[src/rtl/ir_pkg.sv]
// Shared definitions for the NEC IR frame decoder: FSM states, pulse-width
// windows in microseconds, frame/counter sizes and small classification helpers.
package ir_pkg;

  localparam int CNT_W    = 16;
  localparam int NEC_BITS = 32;
  localparam int BITCNT_W = $clog2(NEC_BITS + 1);

  // Inclusive pulse-width windows, in microseconds.
  localparam logic [CNT_W-1:0] LEAD_M_MIN = 16'd8000;
  localparam logic [CNT_W-1:0] LEAD_M_MAX = 16'd10000;
  localparam logic [CNT_W-1:0] LEAD_S_MIN = 16'd4000;
  localparam logic [CNT_W-1:0] LEAD_S_MAX = 16'd5000;
  localparam logic [CNT_W-1:0] REP_S_MIN  = 16'd1800;
  localparam logic [CNT_W-1:0] REP_S_MAX  = 16'd2700;
  localparam logic [CNT_W-1:0] BIT_M_MIN  = 16'd400;
  localparam logic [CNT_W-1:0] BIT_M_MAX  = 16'd750;
  localparam logic [CNT_W-1:0] ZERO_S_MIN = 16'd400;
  localparam logic [CNT_W-1:0] ZERO_S_MAX = 16'd750;
  localparam logic [CNT_W-1:0] ONE_S_MIN  = 16'd1400;
  localparam logic [CNT_W-1:0] ONE_S_MAX  = 16'd1900;

  typedef enum logic [2:0] {
    IDLE        = 3'd0,
    LEAD_MARK   = 3'd1,
    LEAD_SPACE  = 3'd2,
    BIT_MARK    = 3'd3,
    BIT_SPACE   = 3'd4,
    REPEAT_STOP = 3'd5
  } ir_state_e;

  // True when an interval length falls inside an inclusive window.
  function automatic logic in_window(input logic [CNT_W-1:0] value,
                                     input logic [CNT_W-1:0] lo,
                                     input logic [CNT_W-1:0] hi);
    return (value >= lo) && (value <= hi);
  endfunction

  // NEC integrity rule: the fourth byte is the bitwise inverse of the command.
  function automatic logic cmd_check_ok(input logic [NEC_BITS-1:0] frame);
    return frame[31:24] == ~frame[23:16];
  endfunction

endpackage

[src/rtl/ir_sync_edge.sv]
// Brings the asynchronous, active-low IR receiver line into the clock domain,
// inverts it so that mark = 1, and produces registered one-cycle rise/fall
// pulses of the mark signal.
module ir_sync_edge (
  input  logic clk,
  input  logic reset,
  input  logic ir_in,
  output logic rise,
  output logic fall
);

  logic sync1_r;
  logic sync2_r;
  logic prev_r;
  logic mark_s;

  // Two-flop synchronizer; resets to the idle (no carrier) level.
  always_ff @(posedge clk) begin
    if (reset) begin
      sync1_r <= 1'b1;
      sync2_r <= 1'b1;
    end else begin
      sync1_r <= ir_in;
      sync2_r <= sync1_r;
    end
  end

  assign mark_s = ~sync2_r;

  // Registered edge pulses: rise = mark start, fall = mark end.
  always_ff @(posedge clk) begin
    if (reset) begin
      prev_r <= 1'b0;
      rise   <= 1'b0;
      fall   <= 1'b0;
    end else begin
      prev_r <= mark_s;
      rise   <= mark_s & ~prev_r;
      fall   <= ~mark_s & prev_r;
    end
  end

endmodule

[src/rtl/nec_frame_decoder.sv]
// NEC IR frame decoder: measures mark/space lengths with a 1 us interval
// counter, decodes leader + 32 data bits + stop mark and NEC repeat codes,
// and emits one-cycle data_valid / repeat_pulse / frame_error strobes.
// Optional build macro IR_CMD_CHECK_EN: when defined, a frame whose top byte
// is not the inverse of its command byte is reported as frame_error.
module nec_frame_decoder
  import ir_pkg::*;
#(
  parameter int CLK_HZ     = 50_000_000,
  parameter int TIMEOUT_US = 12000
) (
  input  logic        clk,
  input  logic        reset,
  input  logic        ir_in,
  output logic        data_valid,
  output logic        repeat_pulse,
  output logic        frame_error,
  output logic [15:0] address,
  output logic [7:0]  command,
  output logic        busy
);

  localparam int PRESC_DIV = CLK_HZ / 32'd1_000_000;
  localparam int PRESC_W   = (PRESC_DIV > 1) ? $clog2(PRESC_DIV) : 1;

  logic                rise_s;
  logic                fall_s;
  logic                edge_s;
  logic                tick_s;
  logic                timeout_s;
  logic                lead_m_s;
  logic                lead_s_s;
  logic                rep_s_s;
  logic                bit_m_s;
  logic                zero_s_s;
  logic                one_s_s;

  logic [PRESC_W-1:0]  presc_r;
  logic [CNT_W-1:0]    cnt_r;
  ir_state_e           state_r;
  logic [BITCNT_W-1:0] bitcnt_r;
  logic [NEC_BITS-1:0] shift_r;
  logic                have_frame_r;

  ir_sync_edge u_sync (
    .clk   (clk),
    .reset (reset),
    .ir_in (ir_in),
    .rise  (rise_s),
    .fall  (fall_s)
  );

  assign edge_s = rise_s | fall_s;
  assign tick_s = (presc_r == PRESC_W'(PRESC_DIV - 1));

  // The timeout fires on the tick that brings the counter up to TIMEOUT_US.
  assign timeout_s = tick_s && (cnt_r == CNT_W'(TIMEOUT_US - 1));

  // Classification of the interval that ends on the current edge.
  assign lead_m_s = in_window(cnt_r, LEAD_M_MIN, LEAD_M_MAX);
  assign lead_s_s = in_window(cnt_r, LEAD_S_MIN, LEAD_S_MAX);
  assign rep_s_s  = in_window(cnt_r, REP_S_MIN,  REP_S_MAX);
  assign bit_m_s  = in_window(cnt_r, BIT_M_MIN,  BIT_M_MAX);
  assign zero_s_s = in_window(cnt_r, ZERO_S_MIN, ZERO_S_MAX);
  assign one_s_s  = in_window(cnt_r, ONE_S_MIN,  ONE_S_MAX);

  assign busy = (state_r != IDLE);

  // Microsecond prescaler and saturating interval counter, restarted on every edge.
  always_ff @(posedge clk) begin
    if (reset) begin
      presc_r <= '0;
      cnt_r   <= '0;
    end else if (edge_s) begin
      presc_r <= '0;
      cnt_r   <= '0;
    end else if (tick_s) begin
      presc_r <= '0;
      if (cnt_r != {CNT_W{1'b1}}) begin
        cnt_r <= cnt_r + 16'd1;
      end
    end else begin
      presc_r <= presc_r + PRESC_W'(1);
    end
  end

  // Frame FSM with registered strobes and held address/command words.
  always_ff @(posedge clk) begin
    if (reset) begin
      state_r      <= IDLE;
      bitcnt_r     <= '0;
      shift_r      <= '0;
      have_frame_r <= 1'b0;
      data_valid   <= 1'b0;
      repeat_pulse <= 1'b0;
      frame_error  <= 1'b0;
      address      <= 16'h0000;
      command      <= 8'h00;
    end else begin
      data_valid   <= 1'b0;
      repeat_pulse <= 1'b0;
      frame_error  <= 1'b0;
      if ((state_r != IDLE) && timeout_s) begin
        // A stalled frame is abandoned; this takes priority over a coincident edge.
        frame_error <= 1'b1;
        state_r     <= IDLE;
      end else begin
        case (state_r)
          IDLE: begin
            if (rise_s) begin
              state_r <= LEAD_MARK;
            end
          end
          LEAD_MARK: begin
            if (fall_s) begin
              // A short mark is treated as noise and dropped without an error.
              state_r <= lead_m_s ? LEAD_SPACE : IDLE;
            end
          end
          LEAD_SPACE: begin
            if (rise_s) begin
              if (lead_s_s) begin
                bitcnt_r <= '0;
                state_r  <= BIT_MARK;
              end else if (rep_s_s) begin
                state_r <= REPEAT_STOP;
              end else begin
                frame_error <= 1'b1;
                state_r     <= IDLE;
              end
            end
          end
          BIT_MARK: begin
            if (fall_s) begin
              if (!bit_m_s) begin
                frame_error <= 1'b1;
                state_r     <= IDLE;
              end else if (bitcnt_r == BITCNT_W'(NEC_BITS)) begin
                // Stop mark of a complete frame.
`ifdef IR_CMD_CHECK_EN
                if (cmd_check_ok(shift_r)) begin
                  address      <= shift_r[15:0];
                  command      <= shift_r[23:16];
                  data_valid   <= 1'b1;
                  have_frame_r <= 1'b1;
                end else begin
                  frame_error <= 1'b1;
                end
`else
                address      <= shift_r[15:0];
                command      <= shift_r[23:16];
                data_valid   <= 1'b1;
                have_frame_r <= 1'b1;
`endif
                state_r <= IDLE;
              end else begin
                state_r <= BIT_SPACE;
              end
            end
          end
          BIT_SPACE: begin
            if (rise_s) begin
              if (zero_s_s || one_s_s) begin
                // Bits arrive LSB first, so shift in from the top.
                shift_r  <= {one_s_s, shift_r[NEC_BITS-1:1]};
                bitcnt_r <= bitcnt_r + BITCNT_W'(1);
                state_r  <= BIT_MARK;
              end else begin
                frame_error <= 1'b1;
                state_r     <= IDLE;
              end
            end
          end
          REPEAT_STOP: begin
            if (fall_s) begin
              if (bit_m_s && have_frame_r) begin
                repeat_pulse <= 1'b1;
              end else begin
                frame_error <= 1'b1;
              end
              state_r <= IDLE;
            end
          end
          default: begin
            state_r <= IDLE;
          end
        endcase
      end
    end
  end

endmodule

[config.mk]
export PLATFORM = sky130hd
export DESIGN_NAME = nec_frame_decoder
export DESIGN_NICKNAME = d
export VERILOG_FILES = /design/src/rtl/ir_pkg.sv /design/src/rtl/ir_sync_edge.sv /design/src/rtl/nec_frame_decoder.sv
export SDC_FILE = /design/constraint.sdc
export NUM_CORES = 1
export LEC_CHECK = 0
export BUFFER_PORTS_ARGS = -buffer_cell sky130_fd_sc_hd__buf_4
export CORE_AREA = 2 2 136 98
export DETAILED_ROUTE_END_ITERATION = 8
export DIE_AREA = 0 0 138 100
export GPL_TIMING_DRIVEN = 0
export PLACE_DENSITY_LB_ADDON = 0.2
export SLEW_MARGIN = 20
export SYNTH_ARGS = -nofsm -noshare
export SYNTH_HDL_FRONTEND = slang
export SYNTH_HIERARCHICAL = 1
export SYNTH_SLANG_ARGS = --single-unit
[constraint.sdc]
create_clock -name clk -period 2.7 [get_ports clk]
set_clock_uncertainty 0.05 [all_clocks]
set_input_delay 0.27 -clock clk [delete_from_list [all_inputs] [get_ports clk]]
set_output_delay 0.27 -clock clk [all_outputs]
set_load 0.005 [all_outputs]
==> results.md, run 1 <==
- Worst-margin pin slew: 894 ps
- Vias in the first global route: 2,979
- Site row count: 35
- Post-synthesis instance total: 470
- Critical-path maximum fanout: 9
- Initial antenna violation count: 0
- Hpwl dp: 6.54 mm
- Finished Layout Cells: 691
- Chip Width: 138 um
- CP required: 2870 ps
- Util after Layout: 41.2%
- TNS Setup: 0 ps
- Maximum clock path buffer count: 2
- Status: complete, no violations
- Flops & latches, synth: 96
- Pwr Density: 528 mW/mm^2
- Post-synth EDFFs: 0
- Design Area, Final: 0.00523 mm^2
- Remaining antenna violation count after routing: 0
- Vias: 3,371
- CTS Sinks: 96
- CTS buffer count: 9
- Commonest non-fill, non-tap cells in the layout: 97 x nor2_1, 89 x dfxtp_1, 56 x mux2i_1, 42 x buf_4, 23 x nand2_1
- First-pass GRT wire length: 15.2 mm
- CTS tree: done
- Yosys warns: 6
- Final WL: 9.28 mm
- Final setup violation count: 0
- Max IR drop VDD: 0.326 mV
- Final min period: 2600 ps
- Worst-Skew Late Latency: 350 ps
- Reg clk slew, reported paths: 70 ps
- Inserted Diodes: 0
- GRT Resource Usage Total: 13.7%
- Top_reg_cell synth: dfxtp_1
- FMAX: 385 MHz
- Crit path kind: reg2reg
- Share of cells above drive strength 1: 18.1%
- Hold slack: 57.1 ps
- Post-place setup slack: -341 ps
- Initial DRT Pass Iterations: 4
- Overall power: 2.76 mW
- IO buf count: 30
- H-tree depth: 3
- Met3 usage: 3.82%
- Core Area: 0.0127 mm^2
- DRC Markers: 0
- Largest net degree at the start of global routing: 21
- Layout Area Growth over Synthesis: 22.1%
- # IOs: 31
- Total grt overflow: 0
- Starting Density: 33.7%
- Async SR Flop Fraction: 0%
- Library cells used by synthesis: 57
- Die Height: 100 um
- NumNets Final: 529
- Register area share after synthesis: 44.9%
- WP data arrival: 2770 ps
- M2 GR Usage: 18.5%
- Worst setup EP type: flop
- # placed instances: 666
- Root buf cell: clkbuf_16
- Synthesized Nets: 479
- Min-delay worst type: in2reg
- Vias per Instance: 4.88
- Slew margin rel.: 40.3%
- Synthesized area: 0.00428 mm^2
- Fin. Hold Viols: 0
- Gpl congestion: 0.877
- Routed wire per std cell: 13.4 um
- Final period util: 96.3%
- DR iter-0 viols: 280
- Syn_area_per_cell: 9.11 um^2
- DP Area: 0.00472 mm^2
- Busiest metal layer after global routing: met1
- Global Route met1 Usage: 20.6%
- Most common cell after layout, fill and taps aside: nor2_1
- Post-CTS Hold Fix Bufs: 0
- Die Area: 0.0138 mm^2
- Setup WS post-layout: 101 ps
- CP Launch Type: flop
- Fin. max-slew vios: 0
- Max-cap violations: 0
- Leak pwr: 2.11 nW
-- flip-flops by register name (all words and copies together) (netlist names), 3 cells and up --
register	flops
shift_r	32
address	16
cnt_r	16
command	8
bitcnt_r	6
presc_r	6
state_r	3
-- area by class of cell --
class	count	area, um^2
buffer	24	194
clock buffer	9	225
clock inverter	7	81.3
fill	1273	7470
inverter	10	37.5
multi-input combinational	334	2180
sequential	96	1930
tap	166	208
timing repair buffer	45	377
-- logic make-up after synthesis --
group / Yosys count / share of synthesized area (%)
and+or+nand+nor: 202 / 23.1
DFF: 96 / 44.9
muxes: 56 / 13.1
AOI/OAI and AO/OA: 53 / 8.30
buffers and inverters: 40 / 5.43
xor gates and xnor gates: 17 / 3.48
adders and majority gates: 6 / 1.75
-- cell usage after synthesis, types with 3 or more instances --
library cell   n  share of area [%]
dfxtp_1       96                 45
nand2_1       23                2.0
mux2i_1       56                 13
inv_1         10               0.88
ha_1           6                1.8
nor3_1         6               0.70
clkbuf_1      19                1.7
nand4_1       11                1.6
a21oi_1       12                1.4
nand3_1       16                1.9
a31oi_1        7                1.0
o21bai_1       3               0.53
o21ai_0        8               0.93
nor2b_1        5               0.73
o21ai_1        3               0.35
nor3b_1        3               0.53
nand2b_1       5               0.73
or3_1          6               0.88
nor4_1         4               0.58
xnor2_1        6                1.2
xor2_1        11                2.2
nor2_1        97                8.5
buf_6          7                1.8
and3_1         5               0.73
-- worst max-delay path, stage by stage (launching register included) --
cell and delay, ps:
dfxtp_4 390, nand4b_1 270, or2_4 310, or3_4 390, a21o_1 210, a211oi_2 240
buf_6 210, clkbuf_16 170, mux2i_1 180, nor2_1 60
-- worst paths after layout --
path,cells past startpoint,from,end,slack [ps]
worst max-delay path,9,cnt_r[11]$_SDFFE_PP0P_,shift_r[22]$_SDFFE_PP0P_,100
worst min register to register,1,u_sync/prev_r$_SDFF_PP0_,u_sync/rise$_SDFF_PP0_,360
worst min-delay path,2,ir_in,u_sync/sync1_r$_SDFF_PP1_,60
worst max register to register,9,cnt_r[11]$_SDFFE_PP0P_,shift_r[22]$_SDFFE_PP0P_,100
-- per-layer routing --
metal / up-vias / wire length, um / share of wire (%)
met2: 65 / 3610 / 39
li1: 1730 / - / -
met4: 0 / 123 / 1.3
met1: 1564 / 5060 / 55
met5: - / 0 / 0
met3: 12 / 482 / 5.2
-- what timing repair did --
action                                  in CTS  in global routing
gates resized for setup                      3                 30
pin swaps                                    0                  7
cloned                                       0                  2
setup buffers                                1                 12
endpoints found under the setup margin      65                 59
-- where the power goes --
group | internal, mW | switching (mW) | leakage, nW
logic | 0.0140 | 0.0352 | 1.18
registers | 1.42 | 0.00548 | 0.778
clock network | 0.664 | 0.623 | 0.150
total | 2.10 | 0.663 | 2.11
Power figures use the tool's default switching activity.
==> run 2, diff against run 1 <==
--- a/config.mk
+++ b/config.mk
@@ -10,7 +10,7 @@
 export DETAILED_ROUTE_END_ITERATION = 8
 export DIE_AREA = 0 0 138 100
 export GPL_TIMING_DRIVEN = 0
-export PLACE_DENSITY_LB_ADDON = 0.2
+export PLACE_DENSITY = 0.52
 export SLEW_MARGIN = 20
 export SYNTH_ARGS = -nofsm -noshare
 export SYNTH_HDL_FRONTEND = slang
==> run 2 against run 1 <==
Compared with the run above: via count down 2.9%; clock-buffer cell count unchanged; final cell count down 1.4%; combinational power up 2%; design area down 2.6%; global-route usage about the same; total power down 0.83%; critical endpoint is now shift_r[23]$_SDFFE_PP0P_; highest routed layer unchanged; register-to-register slack about the same; largest cell class unchanged.
==> results.md, run 2 (synthesis results as in run 1) <==
- Busiest metal layer after global routing: met1
- Worst setup startpoint: cnt_r[11]$_SDFFE_PP0P_
- Die Area: 0.0138 mm^2
- Crit path kind: reg2reg
- CTS Sinks: 96
- Root buf cell: clkbuf_16
- Remaining antenna violation count after routing: 0
- Chip Width: 138 um
- Total grt overflow: 0
- DR iter-0 viols: 168
- Status: complete, no violations
- Met3 usage: 3.58%
- Min-delay src: ir_in
- Commonest non-fill, non-tap cells in the layout: 97 x nor2_1, 96 x dfxtp_1, 54 x mux2i_1, 33 x buf_4, 23 x nand2_1
- Initial DRT Pass Iterations: 4
- First-pass GRT wire length: 15.2 mm
- Hold slack: 59.0 ps
- Worst setup EP type: flop
- Max-cap violations: 0
- Fillers: 1,265
- Most common cell after layout, fill and taps aside: nor2_1
- Vias: 3,273
- Largest net degree at the start of global routing: 20
- Gpl congestion: 0.877
- CTS buffer count: 9
- Initial antenna violation count: 0
- Final min period: 2600 ps
- Number of flip-flops in the largest register: 32
- Fin. max-slew vios: 0
- Min-delay worst type: in2reg
- Site row count: 35
- Design Area, Final: 0.00510 mm^2
- RR Startpoint: cnt_r[11]$_SDFFE_PP0P_
- Vias per Instance: 4.81
- Hpwl dp: 6.46 mm
- Setup WS post-layout: 102 ps
- Overall power: 2.74 mW
- Final period util: 96.2%
- Post-place setup slack: -303 ps
- Vias in the first global route: 3,062
- Share of cells above drive strength 1: 15.1%
- Starting Density: 33.7%
- CP required: 2870 ps
- H-tree depth: 3
- Inserted Diodes: 0
- RSZ-0062 raised after global routing: true
- Worst-margin pin slew: 872 ps
- CTS tree: done
- Fin. Hold Viols: 0
- Critical-path maximum fanout: 10
- # placed instances: 666
- Finished Layout Cells: 681
- Slew margin rel.: 41.7%
- DRC Markers: 0
- Final setup violation count: 0
- Global Route met1 Usage: 20.6%
- Top flop regs: shift_r: 32 flops, address: 16 flops, cnt_r: 16 flops
- IO buf count: 30
- Layout Area Growth over Synthesis: 19.0%
- CP Launch Type: flop
- Maximum clock path buffer count: 2
- Core Area: 0.0127 mm^2
- M2 GR Usage: 18.6%
- Largest Register: shift_r
- Reg clk slew, reported paths: 70 ps
- FMAX: 385 MHz
- Die Height: 100 um
- Leak pwr: 2.04 nW
- Pwr Density: 537 mW/mm^2
- WP data arrival: 2770 ps
- Max IR drop VDD: 0.339 mV
- Final WL: 9.01 mm
- GRT Resource Usage Total: 13.7%
- # IOs: 31
- NumNets Final: 519
- Post-CTS Hold Fix Bufs: 0
- Worst-Skew Late Latency: 350 ps
- DP Area: 0.00472 mm^2
- Routed wire per std cell: 13.2 um
## run 2: changes by cell type in the layout (fill, tap and decap cells not counted), sizes merged
cell,change
inv,-2
clkinv,+2
buf,-8
clkbuf,-2
## run 2: routing by layer
layer | vias to the layer above | part of all wire [%]
li1 | 1708 | -
met1 | 1504 | 57
met2 | 52 | 38
met3 | 9 | 4.4
met4 | 0 | 1.2
met5 | - | 0
## run 2: power breakdown
part | total [mW] | switching (mW) | internal [mW]
logic | 0.0500 | 0.0358 | 0.0142
clock network | 1.26 | 0.607 | 0.654
registers | 1.43 | 0.00561 | 1.42
total | 2.74 | 0.649 | 2.09
## run 2: critical path, stage by stage (launching register included)
cell	delay, ps
dfxtp_1	310
buf_6	130
nand4b_1	270
or2_2	360
or3_4	340
a21o_1	210
a211oi_2	210
buf_6	170
buf_12	150
mux2i_1	190
nor2_1	50
## run 2: area by class of cell
type                    instances  area [um^2]  share of cell area [%]
clock inverters                 7         73.8                    1.45
flip-flops and latches         96         1920                    37.7
well taps                     166          208                    4.07
plain buffers                  26          211                    4.15
multi-input cells             334         2170                    42.6
inverters                      10         37.5                   0.736
repair buffers                 33          248                    4.86
clock buffers                   9          225                    4.42
## run 2: metrics by stage
step           TNS (ps)  utilization (%)
2_1_floorplan         0                -
3_3_place_gp      -9450             37.1
3_5_place_dp      -9280             37.1
4_1_cts               0             39.7
5_1_grt            -179             40.1
6_report              0             40.1
## run 2: path summary, 6_finish.rpt
path	end	slack, ps	cells after the start
hold / removal	u_sync/sync1_r$_SDFF_PP1_	60	2
hold reg to reg	u_sync/rise$_SDFF_PP0_	360	1
setup reg to reg	shift_r[23]$_SDFFE_PP0P_	100	10
setup / recovery	shift_r[23]$_SDFFE_PP0P_	100	10
## run 2: repair_timing
| action | in CTS | in global routing |
|---|---|---|
| gates resized for setup | 3 | 17 |
| setup endpoints to repair | 60 | 61 |
| pin swaps | 0 | 3 |
| setup buffers | 2 | 1 |
==> run 3, diff against run 2 <==
--- a/config.mk
+++ b/config.mk
@@ -6,13 +6,12 @@
 export NUM_CORES = 1
 export LEC_CHECK = 0
 export BUFFER_PORTS_ARGS = -buffer_cell sky130_fd_sc_hd__buf_4
-export CORE_AREA = 2 2 136 98
+export CORE_AREA = 2 2 138 100
 export DETAILED_ROUTE_END_ITERATION = 8
-export DIE_AREA = 0 0 138 100
+export DIE_AREA = 0 0 140 102
 export GPL_TIMING_DRIVEN = 0
 export PLACE_DENSITY = 0.52
 export SLEW_MARGIN = 20
 export SYNTH_ARGS = -nofsm -noshare
 export SYNTH_HDL_FRONTEND = slang
-export SYNTH_HIERARCHICAL = 1
 export SYNTH_SLANG_ARGS = --single-unit
==> run 3 against run 2 <==
Compared with the run above: combinational power increased by 15%; largest power group is now clock; highest routed layer unchanged; die area increased by 3.5%; synthesized cell count increased by 11%; largest cell class unchanged; setup slack got worse by 0.82 ps; global-route usage increased by 2.4 points; critical path depth decreased by 2; synthesized area increased by 3.5%.
==> results.md, run 3 <==
- Flops & latches, synth: 96
- Remaining antenna violation count after routing: 0
- CTS Sinks: 96
- Routed wire per std cell: 15.0 um
- DP Area: 0.00486 mm^2
- Gpl congestion: 0.876
- Hpwl dp: 7.86 mm
- Top cells by area, synth: dfxtp_1 43%, mux2i_1 5.6%, nor2_1 5.4%
- Synthesized area: 0.00443 mm^2
- Worst-margin pin slew: 777 ps
- Site row count: 35
- Die Area: 0.0143 mm^2
- Pwr Density: 577 mW/mm^2
- Async SR Flop Fraction: 0%
- Min-delay worst type: in2reg
- Fin. Hold Viols: 0
- Max-cap violations: 0
- Top flop regs: shift_r: 32 flops, address: 16 flops, cnt_r: 16 flops
- Vias in the first global route: 3,648
- CTS buffer count: 9
- Leak pwr: 2.10 nW
- Max IR drop VDD: 0.362 mV
- Most frequent cell after synthesis: dfxtp_1
- Fin. max-slew vios: 0
- Overall power: 3.05 mW
- Crit path kind: reg2reg
- GRT Resource Usage Total: 16.0%
- Maximum clock path buffer count: 2
- Root buf cell: clkbuf_16
- Total grt overflow: 0
- Worst-Skew Late Latency: 340 ps
- Synth Area in Adders: 1.69%
- # IOs: 31
- Most common cell after layout, fill and taps aside: dfxtp_1
- Post-synthesis instance total: 522
- Vias per Instance: 5.31
- Reg clk slew, reported paths: 70 ps
- H-tree depth: 3
- Final setup violation count: 0
- Worst setup EP type: flop
- CP required: 2880 ps
- Largest Register: shift_r
- Share of cells above drive strength 1: 14.7%
- WP data arrival: 2780 ps
- Largest area contributor in the netlist: dfxtp_1
- FMAX: 385 MHz
- Critical-path maximum fanout: 9
- Die Height: 102 um
- Synth Area in Simple Gates: 24.3%
- Util after Layout: 40.9%
- Number of flip-flops in the largest register: 32
- Top-area cell type share of the netlist area: 43.4%
- Status: complete, no violations
- First-pass GRT wire length: 18.4 mm
- Final period util: 96.3%
- Layout Area Growth over Synthesis: 19.2%
- DRC Markers: 0
- RSZ-0062 raised after global routing: true
- Chip Width: 140 um
- Initial antenna violation count: 0
- Initial DRT Pass Iterations: 5
- Design Area, Final: 0.00528 mm^2
- IO buf count: 29
- Yosys warns: 0
- Register area share after synthesis: 43.4%
- Starting Density: 34.3%
- DR iter-0 viols: 277
- CP Launch Type: flop
- Final WL: 11.0 mm
- Post-synthesis mux area share: 5.90%
- Post-synthesis compound-gate area fraction: 15.9%
- Synthesized Nets: 531
- Largest net degree at the start of global routing: 17
- Inserted Diodes: 0
- Fillers: 1,303
- CTS tree: done
- Slew margin rel.: 47.8%
- Top_reg_cell synth: dfxtp_1
- Post-synth EDFFs: 0
- Library cells used by synthesis: 59
- Syn_area_per_cell: 8.49 um^2
- Commonest non-fill, non-tap cells in the layout: 96 x dfxtp_1, 64 x nor2_1, 44 x nand3_1, 42 x a21oi_1, 35 x o21ai_0
- Commonest cells in the netlist: 96 x dfxtp_1, 64 x nor2_1, 44 x nand3_1
- Core Area: 0.0129 mm^2
- NumNets Final: 570
- Vias: 3,880
- Largest family of logic cells by synthesized area: simple AND/OR/NAND/NOR gates
- Final min period: 2600 ps
- Xor and xnor area share after synthesis: 3.36%
run 3: cell count changes after synthesis, moves of 4 or more:
| cell | before | now |
|---|---|---|
| a21oi_1 | 12 | 43 |
| and3_1 | 5 | 12 |
| clkbuf_1 | 19 | 31 |
| mux2i_1 | 56 | 25 |
| nand2b_1 | 5 | 9 |
| nand3_1 | 16 | 44 |
| nor2_1 | 97 | 64 |
| nor3_1 | 6 | 12 |
| o21ai_0 | 8 | 36 |
| o221ai_1 | 0 | 4 |
run 3: final timing paths:
kind / to / depth (start not counted) / from / slack [ps]
worst max register to register: bitcnt_r[5]$_SDFFE_PP0P_ / 8 / cnt_r[13]$_SDFFE_PP0P_ / 100
worst min register to register: u_sync.sync2_r$_SDFF_PP1_ / 1 / u_sync.sync1_r$_SDFF_PP1_ / 360
worst max-delay path: bitcnt_r[5]$_SDFFE_PP0P_ / 8 / cnt_r[13]$_SDFFE_PP0P_ / 100
worst min-delay path: u_sync.sync1_r$_SDFF_PP1_ / 2 / ir_in / 70
run 3: cell families (layout without fill, tap and decap cells):
family / count (synthesis) / after routing
AO/OA/AOI/OAI: 114 / 114
XOR/XNOR: 17 / 17
adder cells (fa/ha/maj): 6 / 6
buffers and inverters: 53 / 96
flip-flops: 96 / 96
multiplexers: 26 / 26
AND/OR/NAND/NOR: 210 / 210
run 3: final cells by class:
type,count,area [um^2],share of cell area [%]
Inverter,12,45.0,0.853
Multi-Input combinational cell,373,2310,43.7
Sequential cell,96,1920,36.4
Tap cell,166,208,3.93
Clock buffer,9,225,4.26
Timing Repair Buffer,31,233,4.41
Clock inverter,6,138,2.61
Buffer,38,204,3.86
run 3: what timing repair did:
action | 4_1_cts | 5_1_grt
cloned | 0 | 0
buffers inserted | 2 | 0
hold buffers | 0 | 0
resized for setup | 2 | 28
pin swaps | 1 | 0
endpoints found under the setup margin | 36 | 61
run 3: where the power goes:
group          internal, mW  switching, mW  total, mW
combinational        0.0179         0.0398     0.0577
sequential             1.42        0.00791       1.43
clock                  1.00          0.556       1.56
total                  2.44          0.604       3.05
run 3: worst max-delay path: stages (launching register included):
cell	delay, ps
dfxtp_1	300
buf_2	160
or4_4	540
or4_1	550
o21ai_2	130
a211o_1	180
buf_6	150
a211oi_4	90
a221o_1	360
run 3: through the flow:
step           setup slack (ps)  hold slack, ps  TNS, ps  instances
5_1_grt                   -12.2            63.5    -36.1        731
3_5_place_dp               -150             348    -4030        717
3_3_place_gp               -199             345    -5520        717
4_1_cts                    71.5            60.7        0        734
2_1_floorplan               332             324        0        522
6_report                    101            69.6        0        731
run 3: routing by layer:
| layer | part of all wire (%) | GRT usage [%] |
|---|---|---|
| met1 | 52 | 23.2 |
| met4 | 1.3 | 5.13 |
| met2 | 40 | 22.9 |
| met5 | 0 | 0 |
| met3 | 6.2 | 4.78 |
